==> src/rtl/jpeg_block_serializer_pp.sv <==
// Double-buffered DIM x DIM block serializer: two ping-pong banks, one output
// register slice, raster or transposed element order chosen per block.
module jpeg_block_serializer_pp #(
  parameter int DATA_W    = 8,
  parameter int OUT_W     = 9,
  parameter int DIM       = 8,
  parameter int SIGNED_IN = 1
) (
  input  logic                          clk,
  input  logic                          rst,
  input  logic                          block_valid,
  input  logic [DATA_W*DIM*DIM-1:0]     block_in,
  input  logic                          order_sel,
  output logic                          block_ready,
  output logic                          pixel_valid,
  input  logic                          pixel_ready,
  output logic [OUT_W-1:0]              pixel_out,
  output logic                          pixel_last,
  output logic [$clog2(DIM*DIM)-1:0]    pixel_idx
);

  localparam int BLOCK_N = DIM * DIM;
  localparam int IDX_W   = $clog2(BLOCK_N);
  localparam int LOG_DIM = $clog2(DIM);

  logic [DATA_W*BLOCK_N-1:0] bank_q [2];
  logic [1:0]                full_q;
  logic [1:0]                order_q;
  logic                      wr_bank_q;
  logic                      rd_bank_q;
  logic [IDX_W-1:0]          idx_q;
  logic [IDX_W-1:0]          addr;
  logic [DATA_W-1:0]         elem;
  logic [OUT_W-1:0]          elem_ext;
  logic                      accept;
  logic                      load;
  logic                      load_last;

  assign block_ready = ~full_q[wr_bank_q];
  assign accept      = block_valid && block_ready;
  assign load        = full_q[rd_bank_q] && (!pixel_valid || pixel_ready);
  assign load_last   = load && (&idx_q);

  // Transposed order swaps the row and column fields of the sequence number.
  assign addr = order_q[rd_bank_q] ? {idx_q[LOG_DIM-1:0], idx_q[IDX_W-1:LOG_DIM]}
                                   : idx_q;
  assign elem = bank_q[rd_bank_q][int'(addr)*DATA_W +: DATA_W];

  always_comb begin
    elem_ext = '0;
    elem_ext[DATA_W-1:0] = elem;
    for (int i = DATA_W; i < OUT_W; i++) begin
      elem_ext[i] = (SIGNED_IN != 0) ? elem[DATA_W-1] : 1'b0;
    end
  end

  // Bank payload needs no reset: the full flags decide whether it is live.
  always_ff @(posedge clk) begin
    if (accept) begin
      bank_q[wr_bank_q] <= block_in;
    end
  end

  always_ff @(posedge clk) begin
    if (rst) begin
      full_q      <= '0;
      order_q     <= '0;
      wr_bank_q   <= 1'b0;
      rd_bank_q   <= 1'b0;
      idx_q       <= '0;
      pixel_valid <= 1'b0;
      pixel_out   <= '0;
      pixel_last  <= 1'b0;
      pixel_idx   <= '0;
    end else begin
      if (accept) begin
        full_q[wr_bank_q]  <= 1'b1;
        order_q[wr_bank_q] <= order_sel;
        wr_bank_q          <= ~wr_bank_q;
      end
      if (load) begin
        pixel_valid <= 1'b1;
        pixel_out   <= elem_ext;
        pixel_idx   <= idx_q;
        pixel_last  <= load_last;
        idx_q       <= idx_q + 1'b1;
        // Accept and release never target the same bank in one cycle.
        if (load_last) begin
          full_q[rd_bank_q] <= 1'b0;
          rd_bank_q         <= ~rd_bank_q;
        end
      end else if (pixel_ready) begin
        pixel_valid <= 1'b0;
        pixel_last  <= 1'b0;
      end
    end
  end

endmodule

==> config.mk <==
export PLATFORM = sky130hd
export DESIGN_NAME = jpeg_block_serializer_pp
export DESIGN_NICKNAME = d
export VERILOG_FILES = /design/src/rtl/jpeg_block_serializer_pp.sv
export SDC_FILE = /design/constraint.sdc
export NUM_CORES = 1
export LEC_CHECK = 0
export ABC_AREA = 1
export CAP_MARGIN = 20
export CORE_AREA = 2 2 354 356
export CTS_CLUSTER_DIAMETER = 100
export DETAILED_ROUTE_END_ITERATION = 7
export DIE_AREA = 0 0 356 358
export GPL_ROUTABILITY_DRIVEN = 0
export MAX_ROUTING_LAYER = met4
export PLACE_DENSITY = 0.54
export SLEW_MARGIN = 40
export SYNTH_ARGS = -nofsm -noshare
export SYNTH_HDL_FRONTEND = slang
export SYNTH_SLANG_ARGS = --single-unit
==> constraint.sdc <==
create_clock -name clk -period 59.3 [get_ports clk]
set_clock_uncertainty 0.15 [all_clocks]
set_input_delay 8.895 -clock clk [delete_from_list [all_inputs] [get_ports clk]]
set_output_delay 8.895 -clock clk [all_outputs]
set_load 0.01 [all_outputs]
==> results.json <==
{
  "cts_setup_buffers": 0,
  "ys_seq_area_frac": 0.727,
  "die_h_um": 358,
  "drt_wl_total_mm": 144,
  "arrival_ns": 12.13,
  "synth_ff_type": "edfxtp_1",
  "port_buffers": 534,
  "powerDensity_nw_per_um2": 33.3,
  "yosys-top-cells-count": "edfxtp_1 (1024), nand2_1 (896), nand3_1 (662), a21boi_0 (231), mux2i_1 (101)",
  "cts_root_buf": "clkbuf_16",
  "wire_per_inst_um": 25.5,
  "place_area_um2": 50100,
  "drive_gt1_frac": 0.0644,
  "synth_top_area_share": 0.713,
  "cts_made_buffers": 114,
  "worstMarginPinSlew_ns": 0.906,
  "antenna_found_initial": 46,
  "cts_max_path_buffers": 3,
  "fin_crit_ns": 11.94,
  "cts_tree": "yes",
  "clock_latency_ns": 0.70,
  "setup-tns-final_ns": 0,
  "drv_slew": 0,
  "ioPinCount": 535,
  "synthCells": 3414,
  "drc_errors": 0,
  "start_kind": "primary input",
  "nets": 4414,
  "die_area_um2": 127000,
  "grt.met3_usage": 0.0512,
  "required_ns": 59.49,
  "core_area_um2": 123000,
  "fin_area_um2": 54000,
  "status": "completed",
  "gr-usage-met1": 0.298,
  "grt_use_total": 0.227,
  "busiest_layer": "met2",
  "avgSynthCellArea_um2": 12.6,
  "ys_types": 30,
  "first_pass_iters": 5,
  "place_hpwl_mm": 96.4,
  "hold_viol_final": 0,
  "peakVddDrop_mv": 0.0247,
  "ys_top_cells_by_area": "edfxtp_1 (71%), nand2_1 (7.8%), nand3_1 (7.7%)",
  "multi_input_area_um2": 10500,
  "syn_to_final_growth_pct": 25.2,
  "fillerInstances": 11364,
  "endpoint_kind": "register",
  "synth_warnings": 0,
  "setup_viol": 0,
  "max_freq_mhz": 83.8,
  "slew-limit-headroom": 0.395,
  "async_flop_share": 0,
  "rows": 129,
  "hold_path_class": "reg -> reg",
  "period_share": 0.201,
  "grt.overflow.total": 0,
  "die-width_um": 356,
  "grt_max_degree": 175,
  "worstSetupPathType": "in -> reg",
  "cts_resized": 0,
  "cts.hold.buffers_added": 0,
  "seqCellArea_um2": 31300,
  "ant_nets": 0,
  "path_clk_slew_ns": 0.06,
  "critPathMaxFanout": 66,
  "netlist.top_cell.by_area": "edfxtp_1",
  "synth-edff-count": 1024,
  "cts_sinks": 1053,
  "via_count": 28565,
  "grt_pass1_vias": 27471,
  "syn_nets": 3932,
  "met2_usage": 0.348,
  "htree_levels": 3,
  "drt_iter0_markers": 2947,
  "syn_area_um2": 43100,
  "ys_ff_latch": 1053,
  "routed_via_density": 5.05,
  "start_util": 0.350,
  "p_leak_nw": 18.3,
  "rsz0062_at_grt": "false",
  "yosysMostFrequentCell": "edfxtp_1",
  "grt_pass1_wl_mm": 199,
  "max-cap-violations": 0
}
==> registers in the layout (all words and copies together), names as in the netlist, named ones only <==
| name | cells |
|---|---|
| full_q | 2 |
| idx_q | 6 |
| pixel_last | 1 |
| pixel_valid | 1 |
| pixel_idx | 6 |
| pixel_out | 8 |
| order_q | 2 |
| wr_bank_q | 1 |
| bank_q | 1024 |
| rd_bank_q | 1 |
==> metrics by stage <==
step | total power, mW | std cells | util | worst slack (ns) | hold WS (ns)
finish | 1.80 | 5658 | 0.438 | 47.36 | 0.336
global route | 1.86 | 5657 | 0.438 | 47.25 | 0.359
CTS | 1.82 | 5625 | 0.437 | 47.41 | 0.334
detailed placement | 1.11 | 5415 | 0.406 | 46.63 | 0.323
global placement | 1.11 | 5408 | 0.405 | 46.01 | 0.317
floorplan | 1.04 | 3414 | - | 12.41 | 0.293
==> cell type report <==
class | count | share of cell area
diodes | 31 | 0.00144
clock buffers | 142 | 0.0552
clock inverters | 68 | 0.0136
inverters | 67 | 0.00492
multi-input cells | 2080 | 0.195
flip-flops and latches | 1053 | 0.581
well taps | 1637 | 0.0380
repair buffers | 580 | 0.111
==> logic make-up after synthesis <==
logic type	count (synthesis)	synth area share
and+or+nand+nor	1663	0.169
AOI/OAI and AO/OA	315	0.0504
buffers and inverters	281	0.0304
DFF	1053	0.727
adders and majority gates	1	0.000290
muxes	101	0.0235
==> worst max-delay path, stage by stage <==
cell and delay, ns:
clkdlybuf4s50_1 0.46, inv_1 0.10, nor3_4 0.49, buf_6 0.58
buf_6 0.63, buf_4 0.78
==> final timing paths <==
path | startpoint | endpoint | slack (ns) | cells past startpoint
min | order_q[1] | order_q[1] | 0.34 | 2
min reg2reg | order_q[1] | order_q[1] | 0.34 | 2
max reg2reg | register | pixel_out[4] | 54.92 | 14
max | block_valid | bank_q[0][457] | 47.36 | 6
==> layout by cell type (no fill, tap or decap), drive strengths merged <==
| cell type | n |
|---|---|
| nand3 | 666 |
| mux2i | 101 |
| ha | 1 |
| edfxtp | 1024 |
| inv | 71 |
| dfxtp | 29 |
| a21oi | 15 |
| and2 | 30 |
| a21boi | 231 |
| nor3 | 2 |
| nor4 | 1 |
| nor3b | 1 |
| or2 | 28 |
| o221ai | 1 |
| clkinv | 42 |
| bufinv | 13 |
| clkbuf | 142 |
| buf | 46 |
| a211oi | 1 |
| o21ai | 66 |
| nor2 | 33 |
| nand2 | 902 |
| clkdlybuf4s50 | 534 |
| clkinvlp | 9 |
| o211ai | 1 |
| diode | 31 |
==> power by group <==
part	switching (mW)	leakage [nW]	internal [mW]
clock	0.295	1.78	0.413
combinational	0.141	6.71	0.0690
sequential	0.00993	9.77	0.871
total	0.445	18.3	1.35
==> per-layer routing <==
metal / share of wire / up-vias / routed length [um]
li1: - / 13267 / -
met1: 0.43 / 14152 / 61800
met2: 0.47 / 973 / 68100
met3: 0.073 / 173 / 10500
met4: 0.027 / 0 / 3860
met5: 0 / - / 0
Power figures use the tool's default switching activity.
